**src/rtl/pwm_cmd_ctrl.sv**
```systemverilog
`default_nettype none
//============================================================================
// Module   : pwm_cmd_ctrl
// Brief    : SPI byte-command front end for a bank of double-buffered PWM
//            duty and control registers.
// Revision : 1.0 - initial release
//============================================================================
module pwm_cmd_ctrl #(
  parameter int NUM_CH      = 4,
  parameter int TIMEOUT_CYC = 1024
) (
  input  logic                   sys_clk,
  input  logic                   rst,
  input  logic [7:0]             data_in,
  input  logic                   data_rdy,
  output logic [7:0]             data_out,
  output logic                   data_latch,
  input  logic                   period_end,
  output logic [NUM_CH*16-1:0]   duty_bus,
  output logic [NUM_CH-1:0]      ch_en,
  output logic                   busy,
  output logic                   err
);

  localparam int                 c_TMO_W    = $clog2(TIMEOUT_CYC + 1);
  localparam logic [c_TMO_W-1:0] c_TMO_LAST = c_TMO_W'(TIMEOUT_CYC - 1);

  typedef enum logic [1:0] {
    ST_IDLE = 2'd0,
    ST_HI   = 2'd1,
    ST_LO   = 2'd2
  } state_t;

  state_t               r_state_q, w_state_d;
  logic [5:0]           r_cmd_q, w_cmd_d;       // {write, channel[2:0], register[1:0]}
  logic [7:0]           r_hi_q, w_hi_d;
  logic [7:0]           r_rd_lo_q, w_rd_lo_d;
  logic [7:0]           r_dout_q, w_dout_d;
  logic                 r_latch_q, w_latch_d;
  logic                 r_err_q, w_err_d;
  logic [c_TMO_W-1:0]   r_tmo_q, w_tmo_d;
  logic [NUM_CH*16-1:0] r_shadow_q, w_shadow_d;
  logic [NUM_CH*16-1:0] r_active_q, w_active_d;
  logic [NUM_CH-1:0]    r_pend_q, w_pend_d;
  logic [NUM_CH-1:0]    r_imm_q, w_imm_d;
  logic [NUM_CH-1:0]    r_en_q, w_en_d;

  logic [2:0]  w_in_ch;
  logic [1:0]  w_in_reg;
  logic        w_rd_oor;
  logic [15:0] w_rd_val;
  logic [2:0]  w_wr_ch;
  logic [1:0]  w_wr_reg;
  logic        w_wr_oor;
  logic [15:0] w_wr_val;

  assign w_in_ch  = data_in[4:2];
  assign w_in_reg = data_in[1:0];
  assign w_rd_oor = (int'(w_in_ch) >= NUM_CH) && (w_in_reg != 2'd3);
  assign w_wr_ch  = r_cmd_q[4:2];
  assign w_wr_reg = r_cmd_q[1:0];
  assign w_wr_oor = (int'(w_wr_ch) >= NUM_CH);
  assign w_wr_val = {r_hi_q, data_in};

  // Read data is taken from the command byte itself so both bytes come from one snapshot.
  always_comb begin
    w_rd_val = 16'h0000;
    if (w_in_reg == 2'd3) begin
      w_rd_val = {15'd0, r_err_q};
    end else begin
      for (int i = 0; i < NUM_CH; i++) begin
        if (int'(w_in_ch) == i) begin
          case (w_in_reg)
            2'd0:    w_rd_val = r_shadow_q[16*i +: 16];
            2'd1:    w_rd_val = r_active_q[16*i +: 16];
            default: w_rd_val = {14'd0, r_imm_q[i], r_en_q[i]};
          endcase
        end
      end
    end
  end

  always_comb begin
    w_state_d  = r_state_q;
    w_cmd_d    = r_cmd_q;
    w_hi_d     = r_hi_q;
    w_rd_lo_d  = r_rd_lo_q;
    w_dout_d   = r_dout_q;
    w_latch_d  = 1'b0;
    w_err_d    = r_err_q;
    w_tmo_d    = r_tmo_q;
    w_shadow_d = r_shadow_q;
    w_active_d = r_active_q;
    w_pend_d   = r_pend_q;
    w_imm_d    = r_imm_q;
    w_en_d     = r_en_q;

    // Commit first so a same-cycle shadow write re-arms pending afterwards.
    if (period_end) begin
      for (int i = 0; i < NUM_CH; i++) begin
        if (r_pend_q[i]) begin
          w_active_d[16*i +: 16] = r_shadow_q[16*i +: 16];
          w_pend_d[i]            = 1'b0;
        end
      end
    end

    case (r_state_q)
      ST_IDLE: begin
        w_tmo_d = '0;
        if (data_rdy) begin
          w_cmd_d   = {data_in[7], data_in[4:0]};
          w_state_d = ST_HI;
          if (!data_in[7]) begin
            w_dout_d  = w_rd_val[15:8];
            w_rd_lo_d = w_rd_val[7:0];
            w_latch_d = 1'b1;
            if (w_rd_oor) begin
              w_err_d = 1'b1;
            end else if (w_in_reg == 2'd3) begin
              w_err_d = 1'b0;
            end
          end
        end
      end
      ST_HI, ST_LO: begin
        if (data_rdy) begin
          w_tmo_d = '0;
          if (r_state_q == ST_HI) begin
            w_hi_d    = data_in;
            w_state_d = ST_LO;
            if (!r_cmd_q[5]) begin
              w_dout_d  = r_rd_lo_q;
              w_latch_d = 1'b1;
            end
          end else begin
            w_state_d = ST_IDLE;
            if (r_cmd_q[5] && (w_wr_reg != 2'd3)) begin
              if (w_wr_oor) begin
                w_err_d = 1'b1;
              end else begin
                for (int i = 0; i < NUM_CH; i++) begin
                  if (int'(w_wr_ch) == i) begin
                    case (w_wr_reg)
                      2'd0: begin
                        w_shadow_d[16*i +: 16] = w_wr_val;
                        if (r_imm_q[i]) begin
                          w_active_d[16*i +: 16] = w_wr_val;
                          w_pend_d[i]            = 1'b0;
                        end else begin
                          w_pend_d[i] = 1'b1;
                        end
                      end
                      2'd2: begin
                        w_en_d[i]  = data_in[0];
                        w_imm_d[i] = data_in[1];
                      end
                      default: ;
                    endcase
                  end
                end
              end
            end
          end
        end else if (r_tmo_q == c_TMO_LAST) begin
          w_state_d = ST_IDLE;
          w_err_d   = 1'b1;
          w_tmo_d   = '0;
        end else begin
          w_tmo_d = r_tmo_q + c_TMO_W'(1);
        end
      end
      default: w_state_d = ST_IDLE;
    endcase
  end

  always_ff @(posedge sys_clk) begin
    if (!rst) begin
      r_state_q  <= ST_IDLE;
      r_cmd_q    <= '0;
      r_hi_q     <= '0;
      r_rd_lo_q  <= '0;
      r_dout_q   <= '0;
      r_latch_q  <= 1'b0;
      r_err_q    <= 1'b0;
      r_tmo_q    <= '0;
      r_shadow_q <= '0;
      r_active_q <= '0;
      r_pend_q   <= '0;
      r_imm_q    <= '0;
      r_en_q     <= '0;
    end else begin
      r_state_q  <= w_state_d;
      r_cmd_q    <= w_cmd_d;
      r_hi_q     <= w_hi_d;
      r_rd_lo_q  <= w_rd_lo_d;
      r_dout_q   <= w_dout_d;
      r_latch_q  <= w_latch_d;
      r_err_q    <= w_err_d;
      r_tmo_q    <= w_tmo_d;
      r_shadow_q <= w_shadow_d;
      r_active_q <= w_active_d;
      r_pend_q   <= w_pend_d;
      r_imm_q    <= w_imm_d;
      r_en_q     <= w_en_d;
    end
  end

  assign data_out   = r_dout_q;
  assign data_latch = r_latch_q;
  assign duty_bus   = r_active_q;
  assign ch_en      = r_en_q;
  assign busy       = (r_state_q != ST_IDLE);
  assign err        = r_err_q;

endmodule
`default_nettype wire

```
**config.mk**
```make
export PLATFORM = sky130hd
export DESIGN_NAME = pwm_cmd_ctrl
export DESIGN_NICKNAME = d
export VERILOG_FILES = /design/src/rtl/pwm_cmd_ctrl.sv
export SDC_FILE = /design/constraint.sdc
export NUM_CORES = 1
export LEC_CHECK = 0
export ABC_AREA = 1
export CELL_PAD_IN_SITES_DETAIL_PLACEMENT = 2
export CELL_PAD_IN_SITES_GLOBAL_PLACEMENT = 2
export CORE_MARGIN = 2
export CORE_UTILIZATION = 34
export CTS_CLUSTER_DIAMETER = 200
export CTS_CLUSTER_SIZE = 40
export DETAILED_ROUTE_END_ITERATION = 10
export PLACE_DENSITY_LB_ADDON = 0.1
export SYNTH_ARGS = -nofsm -noshare
export SYNTH_HDL_FRONTEND = slang
export SYNTH_SLANG_ARGS = --single-unit
```
**constraint.sdc**
```tcl
create_clock -name sys_clk -period 5.7 [get_ports sys_clk]
set_input_delay 0.57 -clock sys_clk [delete_from_list [all_inputs] [get_ports sys_clk]]
set_output_delay 0.57 -clock sys_clk [all_outputs]
set_load 0.01 [all_outputs]
```
==> results.yml, run 1 <==
run_status:
  status: "completed"
floorplan:
  num_rows: 59
  die_area_um2: 27500
  start_util: 0.344
  die_height_um: 166
  die_w_um: 166
  core_um2: 25900
  io_pins: 91
logic_synthesis:
  ys_seq_area_frac: 0.415
  synth_cell_type_count: 43
  synth_edf_count: 0
  synth_seq_cells: 185
  syn_inst: 1313
  ys_warn_count: 0
  synth_top_flop_cell: "dfxtp_1"
  syn_nets: 1329
  synth_area_um2: 8920
  avgSynthCellArea_um2: 6.79
  ys_async_sr_fraction: 0
timing:
  hold_violations: 0
  setup_viol: 0
  max_freq_ghz: 0.285
  fin_skew_ns: 0.0195
  fin_crit_ns: 3.51
  grt_setup_unrepaired: "no"
  worst_slew_pin_slew_ns: 1.27
  slew_violations: 0
  period_share: 0.615
  slew_headroom: 0.154
  tns_ns: 0
layout:
  final_cells: 1687
  diodes: 0
  synthToLayoutAreaGrowth_pct: 17.0
  fin_util: 0.403
  drive_above_1_share: 0.0503
  stdcell_area_um2: 10400
  layout.nets: 1355
  fillers: 3117
global_route:
  antenna_found_initial: 0
  grt_use_total: 0.275
  grt_max_degree: 99
  grt_pass1_vias: 9830
  grt_pass1_wl_um: 59000
  gr-total-overflow: 0
clock_network:
  cts-htree-levels: 4
  clk_path_buf_depth: 2
  postCtsSetupRepairBufs: 0
  cts_hold_buf: 0
  cts_root_buf: "clkbuf_16"
  clock_sinks: 185
  clkTransAtPathRegs_ns: 0.08
  clock_latency_ns: 0.45
  cts_resized: 0
  cts_tree: "built"
  numCtsBuffers: 17
placed_design:
  globalplace.congestion: 0.800
  dpl.hpwl_um: 26100
  place_inst: 1655
  io_buffers: 90
  place_area_um2: 9900
worst_setup_path:
  end_kind: "register"
  worstPathMaxFanout: 32
  arrival_ns: 3.78
  worstSetupStartpointType: "register"
  cp.required_ns: 5.97
  worstSetupPathType: "register to register"
drt:
  avgRoutedWirePerCell_um: 22.5
  first_pass_iters: 5
  drc: 0
  num_vias: 9298
  antenna_left: 0
  drtIter0Drc: 541
  vias_per_cell: 5.51
  wirelength_um: 38000
power_and_ir_drop:
  ir_drop_mv: 0.128
  power_density_nw_per_um2: 265
  power_mw: 2.76
  p_leak_nw: 3.97
worst_hold_path:
  worst_hold_path_type: "register to register"
flow_run:
  maxCapViolCount: 0
## stage by stage
stage                     setup WS, ns  hold slack [ns]
final                             2.19            0.457
after global routing              1.95            0.489
after CTS                         2.28            0.468
after detailed placement          2.08            0.455
after global placement            2.11            0.428
after floorplan                   3.91            0.417
## power breakdown
group	switching [mW]	internal [mW]
combinational	0.186	0.0752
clock	0.568	0.577
sequential	0.0405	1.31
## synthesized netlist by cell type, types with 2 or more instances
library cell | n | area [um2]
nand4_1 | 5 | 31.3
o21ai_1 | 28 | 140
nand4_2 | 2 | 25.0
nor2_4 | 2 | 22.5
a21oi_1 | 142 | 711
xor2_1 | 4 | 35.0
nor2_2 | 3 | 18.8
o21a_1 | 2 | 15.0
o211ai_1 | 15 | 113
inv_2 | 8 | 30.0
nor2_1 | 128 | 480
ha_1 | 4 | 50.1
a211oi_1 | 2 | 15.0
nand3_1 | 29 | 145
clkbuf_1 | 51 | 191
o22ai_1 | 3 | 18.8
buf_1 | 11 | 41.3
nor3_1 | 11 | 55.1
nand2_1 | 282 | 1060
nor3_2 | 2 | 20.0
a211oi_2 | 2 | 25.0
buf_2 | 21 | 105
o21ai_0 | 237 | 1190
nor3_4 | 4 | 65.1
nand2_2 | 2 | 12.5
dfxtp_1 | 185 | 3700
a22oi_1 | 2 | 15.0
buf_4 | 6 | 45.0
nor2_8 | 2 | 40.0
inv_1 | 105 | 394
## worst max-delay path, stage by stage, from the launching register on
cell and delay, ns:
dfxtp_1 0.40, inv_1 0.06, ha_1 0.66, inv_2 0.22, nor4_1 0.48, nand2_1 0.89, o21ai_0 0.52, a21oi_1 0.07
## routing by layer
layer,vias to the layer above,wire (um),GRT usage
met5,-,0,0
met4,0,862,0.0715
met1,4704,17600,0.365
li1,4373,-,-
met2,177,18300,0.474
met3,44,1230,0.0367
## area by class of cell
type | count | area (um2) | area share
Timing Repair Buffer | 97 | 951 | 0.0911
Tap cell | 335 | 419 | 0.0402
Inverter | 114 | 430 | 0.0412
Sequential cell | 185 | 3700 | 0.355
Clock inverter | 11 | 86.3 | 0.00827
Clock buffer | 21 | 450 | 0.0432
Multi-Input combinational cell | 924 | 4400 | 0.421
## final timing paths
check	from	end	slack [ns]	depth (start not counted)
hold / removal	r_tmo_q[10]$_SDFFE_PN0N_	r_tmo_q[10]$_SDFFE_PN0N_	0.46	2
hold reg to reg	r_tmo_q[10]$_SDFFE_PN0N_	r_tmo_q[10]$_SDFFE_PN0N_	0.46	2
setup / recovery	r_state_q[0]$_SDFFE_PN0P_	r_shadow_q[37]$_SDFFE_PN0P_	2.19	7
setup reg to reg	r_state_q[0]$_SDFFE_PN0P_	r_shadow_q[37]$_SDFFE_PN0P_	2.19	7
## flip-flops by register name, indices dropped and copies added (netlist names)
register    flops
ch_en           4
data_latch      1
data_out        8
duty_bus       64
err             1
r_cmd_q         6
r_hi_q          8
r_imm_q         4
r_pend_q        4
r_rd_lo_q       8
r_shadow_q     64
r_state_q       2
r_tmo_q        11
## kinds of logic after synthesis
logic type,Yosys count,share of synthesized area
XOR/XNOR,5,0.00491
AND/OR/NAND/NOR,477,0.226
buffers and inverters,204,0.0924
AO/OA/AOI/OAI,438,0.255
flip-flops,185,0.415
adder cells (fa/ha/maj),4,0.00561
## cell usage in the layout (no fill, tap or decap), types with 5 or more instances in the layout
cell type / synthesis / routed
inv_2: 8 / 8
nand4_1: 5 / 5
dfxtp_1: 185 / 185
a21oi_1: 142 / 142
nor3_1: 11 / 11
o21ai_0: 237 / 237
clkbuf_16: 0 / 17
nor2_1: 128 / 128
o211ai_1: 15 / 15
clkdlybuf4s50_1: 0 / 89
nand2_1: 282 / 282
inv_1: 105 / 105
buf_4: 6 / 8
nand3_1: 29 / 29
o21ai_1: 28 / 28
Note: power is estimated with default switching activity, not from simulation.
==> inputs of run 2 (changes only) <==
--- a/config.mk
+++ b/config.mk
@@ -9,7 +9,7 @@
 export CELL_PAD_IN_SITES_DETAIL_PLACEMENT = 2
 export CELL_PAD_IN_SITES_GLOBAL_PLACEMENT = 2
 export CORE_MARGIN = 2
-export CORE_UTILIZATION = 34
+export CORE_UTILIZATION = 29
 export CTS_CLUSTER_DIAMETER = 200
 export CTS_CLUSTER_SIZE = 40
 export DETAILED_ROUTE_END_ITERATION = 10
==> constraint.sdc (replaced) <==
create_clock -name sys_clk -period 2.95 [get_ports sys_clk]
set_input_delay 0.295 -clock sys_clk [delete_from_list [all_inputs] [get_ports sys_clk]]
set_output_delay 0.295 -clock sys_clk [all_outputs]
set_load 0.01 [all_outputs]
==> results.yml, run 2 (same netlist as run 1, synthesis figures left out) <==
layout:
  drive_above_1_share: 0.0757
  seq_area_um2: 3700
  layout.nets: 1390
  multi_input_area_um2: 4400
  synthToLayoutAreaGrowth_pct: 22.0
  fillers: 3612
  final_cell_mix: "282 x nand2_1, 237 x o21ai_0, 185 x dfxtp_1"
  final_common_cell: "nand2_1"
floorplan:
  start_util: 0.293
  die_w_um: 179
  io_pins: 91
  core_um2: 30400
  die_area_um2: 32200
  num_rows: 64
  die_height_um: 179
placed_design:
  globalplace.congestion: 0.829
  place_ws_ns: 0.583
  io_buffers: 90
  dpl.hpwl_um: 27000
power_and_ir_drop:
  p_leak_nw: 4.19
  power_density_nw_per_um2: 515
  ir_drop_mv: 0.420
worst_setup_path:
  path_buf_inv: 2
  worstSetupStartpointType: "register"
  cp_common_cell: "nor2_1"
  cp_num_cells: 8
  end_kind: "register"
  cp.required_ns: 3.30
  arrival_ns: 2.75
  critical_path.slowest_cell: "nand4_2"
  path_delay_family: "simple AND/OR/NAND/NOR gates"
  r2r_cells: 8
  max_stage_delay_ns: 0.44
  cp_cell_sequence: "inv_1 > ha_1 > buf_4 > nand2_1 > nor2_1 > nand4_2 > nor2_1 > nor2_1"
  worstSetupPathType: "register to register"
  worstPathMaxFanout: 13
clock_network:
  cts_hold_buf: 0
  postCtsSetupRepairBufs: 0
  cts_root_buf: "clkbuf_16"
  numCtsBuffers: 17
  clock_latency_ns: 0.46
  cts_resized: 0
  cts_tree: "built"
  clkTransAtPathRegs_ns: 0.07
  cts-htree-levels: 4
  clock_sinks: 185
  clk_path_buf_depth: 2
drt:
  wirelength_um: 38800
  first_pass_iters: 5
  num_vias: 9258
  drtIter0Drc: 459
  vias_per_cell: 5.19
  avgRoutedWirePerCell_um: 21.8
  drc: 0
  antenna_left: 0
timing:
  setup_viol: 0
  grt_setup_unrepaired: "no"
  worst_slew_pin_slew_ns: 0.861
  tns_ns: 0
  timing.final.ws_setup_ns: 0.544
  slew_headroom: 0.424
  period_share: 0.816
  fin_crit_ns: 2.41
  max_freq_ghz: 0.416
  fin_skew_ns: 0.0111
  slew_violations: 0
  hold_violations: 0
worst_hold_path:
  whs_path_depth: 3
  worst_hold_path_type: "input pin to register"
global_route:
  grt_pass1_wl_um: 60300
  grt_pass1_vias: 9513
  grt_use_total: 0.252
  antenna_found_initial: 1
  grt_max_degree: 161
  gr-total-overflow: 0
flow_run:
  maxCapViolCount: 0
run_status:
  status: "completed"
==> run 2: changes by cell type in the layout (fill, tap and decap cells not counted), moves of 2 or more <==
cell and delta:
inv_6 -2, buf_4 +32, clkbuf_8 +3, bufinv_16 +2, clkbuf_1 -2, clkinv_2 +2
buf_12 +3, clkinvlp_4 -2
==> run 2: power by group <==
| part | internal, mW | switching, mW |
|---|---|---|
| registers | 2.54 | 0.0746 |
| logic | 0.172 | 0.370 |
| clock network | 1.34 | 1.11 |
| total | 4.05 | 1.55 |
==> run 2: path summary, 6_finish.rpt <==
path | from | endpoint | slack (ns)
worst max-delay path | r_state_q[0]$_SDFFE_PN0P_ | duty_bus[9]$_SDFF_PN0_ | 0.54
worst min-delay path | rst | r_state_q[1]$_SDFFE_PN0P_ | 0.34
worst max register to register | r_state_q[0]$_SDFFE_PN0P_ | duty_bus[9]$_SDFF_PN0_ | 0.54
worst min register to register | r_tmo_q[10]$_SDFFE_PN0N_ | r_tmo_q[10]$_SDFFE_PN0N_ | 0.47
==> run 2: metrics by stage <==
step	cells	hold WS, ns	utilization	total power [mW]	area (um2)
floorplan	1313	0.417	-	2.94	8920
global placement	1751	0.428	0.338	3.21	10300
detailed placement	1751	0.440	0.338	3.21	10300
CTS	1783	0.358	0.357	5.67	10900
global route	1783	0.407	0.357	5.83	10900
finish	1784	0.343	0.358	5.60	10900
==> run 2: layer usage <==
metal / wire (um) / GRT usage / share of wire
met1: 19100 / 0.356 / 0.49
met2: 18000 / 0.409 / 0.46
met4: 467 / 0.0551 / 0.012
met3: 1240 / 0.0352 / 0.032
met5: 0 / 0 / 0
==> run 2: worst reg2reg max path, cell delays in order, from the launching register on <==
cell and delay [ns]:
dfxtp_1 0.38, inv_1 0.07, ha_1 0.31, buf_4 0.22, nand2_1 0.15, nor2_1 0.37
nand4_2 0.44, nor2_1 0.29, nor2_1 0.08
==> run 2: cell type report <==
type,instances,area share
multi-input cells,924,0.404
clock buffers,22,0.0445
flip-flops and latches,185,0.340
well taps,396,0.0455
inverters,114,0.0396
clock inverters,10,0.0106
repair buffers,132,0.115
diodes,1,0.000230
==> inputs of run 3 (changes only) <==
==> constraint.sdc (replaced) <==
create_clock -name sys_clk -period 2 [get_ports sys_clk]
set_input_delay 0.2 -clock sys_clk [delete_from_list [all_inputs] [get_ports sys_clk]]
set_output_delay 0.2 -clock sys_clk [all_outputs]
set_load 0.01 [all_outputs]
==> results.yml, run 3 (same netlist as run 1, synthesis figures left out) <==
clock_network:
  cts_hold_buf: 0
  clock_latency_ns: 0.45
  cts_tree: "built"
  clk_path_buf_depth: 2
  numCtsBuffers: 17
  cts_root_buf: "clkbuf_16"
  cts-htree-levels: 4
  clock_sinks: 185
  clkTransAtPathRegs_ns: 0.07
layout:
  final_common_cell: "nand2_1"
  final_cells: 1851
  layout.nets: 1458
  diodes: 0
  final_cell_mix: "280 x nand2_1, 233 x o21ai_0, 183 x dfxtp_1"
  drive_above_1_share: 0.130
  synthToLayoutAreaGrowth_pct: 31.1
floorplan:
  die_w_um: 179
  io_pins: 91
  die_height_um: 179
  start_util: 0.293
  num_rows: 64
  core_um2: 30400
  die_area_um2: 32200
drt:
  vias_per_cell: 5.17
  drtIter0Drc: 514
  first_pass_iters: 5
  avgRoutedWirePerCell_um: 21.7
  drc: 0
  antenna_left: 0
  num_vias: 9566
  wirelength_um: 40200
timing:
  fin_skew_ns: 0.00665
  holdWs_ns: 0.0636
  timing.final.ws_setup_ns: 0.0330
  hold_violations: 0
  grt_setup_unrepaired: "yes"
  max_freq_ghz: 0.508
  slew_violations: 0
  period_share: 0.984
  setup_viol: 0
  tns_ns: 0
  slew_headroom: 0.473
  fin_crit_ns: 1.97
  worst_slew_pin_slew_ns: 0.789
run_status:
  status: "completed"
global_route:
  antenna_found_initial: 0
  grt_pass1_vias: 10034
  grt_use_total: 0.258
  gr-total-overflow: 0
  grt_pass1_wl_um: 61600
  grt_max_degree: 101
worst_hold_path:
  worst_hold_path_type: "input pin to register"
placed_design:
  globalplace.congestion: 0.842
  io_buffers: 90
  place_inst: 1811
  place_ws_ns: -0.189
  dpl.hpwl_um: 29400
power_and_ir_drop:
  internal_power_mw: 6.52
  clkPwrFrac: 0.454
  ir_drop_mv: 0.591
  sw_frac_of_total: 0.265
  p_switching_mw: 2.34
  seq_power_share: 0.432
  p_leak_nw: 4.59
  power_frac_comb: 0.114
  power_density_nw_per_um2: 758
worst_setup_path:
  worstSetupPathType: "register to primary output"
  arrival_ns: 1.77
  worstSetupStartpointType: "register"
  worstPathMaxFanout: 4
  cp.required_ns: 1.80
  end_kind: "primary output"
flow_run:
  maxCapViolCount: 0
run 3: through the flow:
stage | cell area, um2 | power (mW) | util
final | 11700 | 8.86 | 0.384
after global routing | 11700 | 9.19 | 0.384
after CTS | 11600 | 8.92 | 0.381
after detailed placement | 10900 | 4.87 | 0.357
after global placement | 10900 | 4.85 | 0.357
after floorplan | 8920 | 4.33 | -
run 3: area by class of cell:
cell class	instances	area, um2
Fill cell	3626	18700
Multi-Input combinational cell	924	4460
Sequential cell	185	3710
Timing Repair Buffer	200	1910
Tap cell	396	495
Clock buffer	18	439
Inverter	114	437
Clock inverter	14	244
run 3: worst paths after layout:
check                                  from                  endpoint  slack (ns)  cells past startpoint
setup / recovery  r_state_q[1]$_SDFFE_PN0P_                      busy        0.03                      4
hold / removal                          rst          err$_SDFFE_PN0P_        0.06                      3
setup reg to reg  r_state_q[1]$_SDFFE_PN0P_   duty_bus[29]$_SDFF_PN0_        0.08                     10
hold reg to reg    r_tmo_q[10]$_SDFFE_PN0N_  r_tmo_q[10]$_SDFFE_PN0N_        0.44                      2
run 3: metal layers:
| metal | routed length, um | global-route usage | up-vias |
|---|---|---|---|
| li1 | - | - | 4577 |
| met1 | 18600 | 0.343 | 4814 |
| met2 | 19400 | 0.436 | 137 |
| met3 | 1270 | 0.0376 | 38 |
| met4 | 902 | 0.0739 | 0 |
| met5 | 0 | 0 | - |
run 3: power by group through the flow:
stage                     registers (mW)  clock network (mW)  logic, mW
after detailed placement            3.92                   0      0.950
after global routing                3.84                4.25       1.10
after floorplan                     3.87                   0      0.459
after CTS                           3.83                4.11      0.980
after global placement              3.92                   0      0.935
final                               3.83                4.02       1.01
run 3: critical path: stages (launching register included):
cell	delay [ns]
dfxtp_1	0.36
inv_2	0.06
ha_4	0.17
inv_1	0.16
clkdlybuf4s50_1	0.57
run 3: timing repair:
action	CTS	global route
setup endpoints to repair	45	49
pin swaps	2	2
setup buffers	2	6
gates resized for setup	7	20
==> RTL edit: new RTL, settings of run 2 <==
Set the parameter `NUM_CH` to 8 (it was 4).
--- a/src/rtl/pwm_cmd_ctrl.sv
+++ b/src/rtl/pwm_cmd_ctrl.sv
@@ -8,3 +8,3 @@
 module pwm_cmd_ctrl #(
-  parameter int NUM_CH      = 4,
+  parameter int NUM_CH      = 8,
   parameter int TIMEOUT_CYC = 1024
Interface: changed (resized ch_en and duty_bus); port bits go from 91 to 159. No check against the original RTL was run, so the function may have changed too.
==> RTL edit against run 2 <==
- clock power fell by 2%
- count of clock-buffer cells in the layout fell by 9
- clock skew rose by 0.056 ns
- critical path depth rose by 1
- area after synthesis rose by 73%
- wire length rose by 87%
- die area rose by 71%
- final area rose by 69%
- worst setup slack got worse by 0.087 ns
- sequential cell count rose by 140
- total power rose by 38%
- global-route usage rose by 0.33 points
- synthesized cell count rose by 62%
- largest power group unchanged
==> RTL edit: results (changes against run 2) <==
| Metric | Value |
|---|---|
| Clock-pin slew on the worst setup and hold paths | `0.16 ns (was 0.07 ns)` |
| DP Area | `18000 um2 (was 10300 um2)` |
| Max-Slew Margin vs Limit | `33.4% (was 42.4%)` |
| WL/cell | `25.0 um (was 21.8 um)` |
| Skew-Pair Late Insertion Delay | `0.55 ns (was 0.46 ns)` |
| Drt via density | `5.44 (was 5.19)` |
| Antenna violations before repair | `0 (was 1)` |
| Pin count of the biggest net entering global routing | `125 (was 161)` |
| Post-synth ARST share | `0% (unchanged)` |
| Place WS | `0.0116 ns (was 0.583 ns)` |
| Buffers added on ports | `158 (was 90)` |
| H-tree depth | `1 (was 4)` |
| Ys Warns | `0 (unchanged)` |
| Critical Path Fanout Max | `16 (was 13)` |
| Cts bufs inserted | `12 (was 17)` |
| Root Driver | `clkbuf_16 (unchanged)` |
| Crit path max-delay cell type | `inv_1 (was nand4_2)` |
| Post-CTS setup buffer count | `0 (unchanged)` |
| Placed Instances | `2885 (was 1751)` |
| Area of the multi-input gates | `7140 um2 (was 4400 um2)` |
| Distinct cells, synth | `43 (unchanged)` |
| DP Wirelength | `51.8 mm (was 27.0 mm)` |
| Post-CTS Hold Buffers | `0 (unchanged)` |
| Top cells by area, synth | `dfxtp_1 (42%), o21ai_0 (8.7%), nand2_1 (8.5%) (was dfxtp_1 (42%), o21ai_0 (13%), nand2_1 (12%))` |
| Clk_skew | `0.0670 ns (was 0.0111 ns)` |
| Status | `finished clean (unchanged)` |
| Top_reg_cell synth | `dfxtp_1 (unchanged)` |
| Vias in the first global route | `16400 (was 9513)` |
| Register area share after synthesis | `42.1% (was 41.5%)` |
| Commonest cells post-synth | `nand2_1 (351), dfxtp_1 (325), inv_1 (270) (was nand2_1 (282), o21ai_0 (237), dfxtp_1 (185))` |
| Initial drt markers | `1025 (was 459)` |
| Drt pass-1 iters | `5 (unchanged)` |
| CP delay by family, top | `buffers and inverters (was simple AND/OR/NAND/NOR gates)` |
| Hold WC Path Type | `primary input to flop (unchanged)` |
| Global-route wire length before repair | `108 mm (was 60.3 mm)` |
| Leakage power | `6.67 nW (was 4.19 nW)` |
| GR Util All Layers | `25.5% (was 25.2%)` |
| Proportion of layout cells with a drive suffix above 1 | `7.01% (was 7.57%)` |
| Number of fill cells in the layout | `6123 (was 3612)` |
| CTS resizes | `0 (unchanged)` |
| Max Buffers Root-to-Sink | `3 (was 2)` |
| GPL Wtd Cong | `0.842 (was 0.829)` |
| Nets | `2227 (was 1390)` |
| Post-Route WL | `72.5 mm (was 38.8 mm)` |
| Peak supply drop | `0.360 mV (was 0.420 mV)` |
| Mapped Cells | `2122 (was 1313)` |
| Critical Path Max Stage Delay | `approximately 0.43 ns` |
[RTL edit: changes by cell type after synthesis, sizes merged, moves of 3 or more]
| cell | change |
|---|---|
| a21oi | +55 |
| a211oi | +112 |
| inv | +169 |
| buf | +32 |
| clkbuf | +52 |
| nor3 | +11 |
| a221oi | +80 |
| o21ai | +8 |
| nand2 | +69 |
| nor2 | +12 |
| o221ai | +26 |
| dfxtp | +140 |
| clkinv | +3 |
| o22ai | +42 |
[RTL edit: logic make-up (layout without fill, tap and decap cells)]
| kind of cell | after synthesis | in the layout | share of synthesized area, % |
|---|---|---|---|
| compound gates | 762 | 762 | 30.3 |
| xor+xnor | 2 | 2 | 0.113 |
| fa+ha+maj | 4 | 4 | 0.324 |
| buf+inv | 460 | 549 | 11.9 |
| flops | 325 | 325 | 42.1 |
| other cells | 0 | 1 | 0 |
| simple gates | 569 | 569 | 15.4 |
[RTL edit: worst paths after layout]
| path | from | endpoint | slack (ns) | depth (start not counted) |
|---|---|---|---|---|
| worst max-delay path | r_state_q[1] | duty_bus[29] | 0.46 | 9 |
| worst min-delay path | rst | r_rd_lo_q[7] | 0.31 | 3 |
| worst max register to register | r_state_q[1] | duty_bus[29] | 0.46 | 9 |
| worst min register to register | r_tmo_q[10] | r_tmo_q[10] | 0.47 | 2 |
[RTL edit: layout make-up]
cell class	count	area share, %
clock inverters	1	0.164
flip-flops and latches	325	35.5
diodes	1	0.0136
inverters	286	5.89
clock buffers	13	1.77
multi-input cells	1337	38.9
repair buffers	249	13.1
well taps	688	4.69
[RTL edit: power by group]
part	total (mW)	internal, mW	switching [mW]
registers	4.50	4.44	0.0613
logic	0.824	0.231	0.594
clock network	2.39	0.822	1.57
[RTL edit: per-layer routing]
layer	routed length, um	global-route usage (%)	share of wire, %
met1	35400	37.5	49
met2	32200	39.4	44
met3	3180	3.45	4.4
met4	1760	5.91	2.4
met5	0	0	0
[RTL edit: worst reg2reg max path: stages (launching register included)]
cell and delay (ns):
dfxtp_1 0.39, inv_1 0.07, ha_1 0.22, inv_1 0.07
nand2_1 0.12, inv_1 0.22, nand3_1 0.16, nor3_1 0.29
inv_1 0.43, a221oi_1 0.43
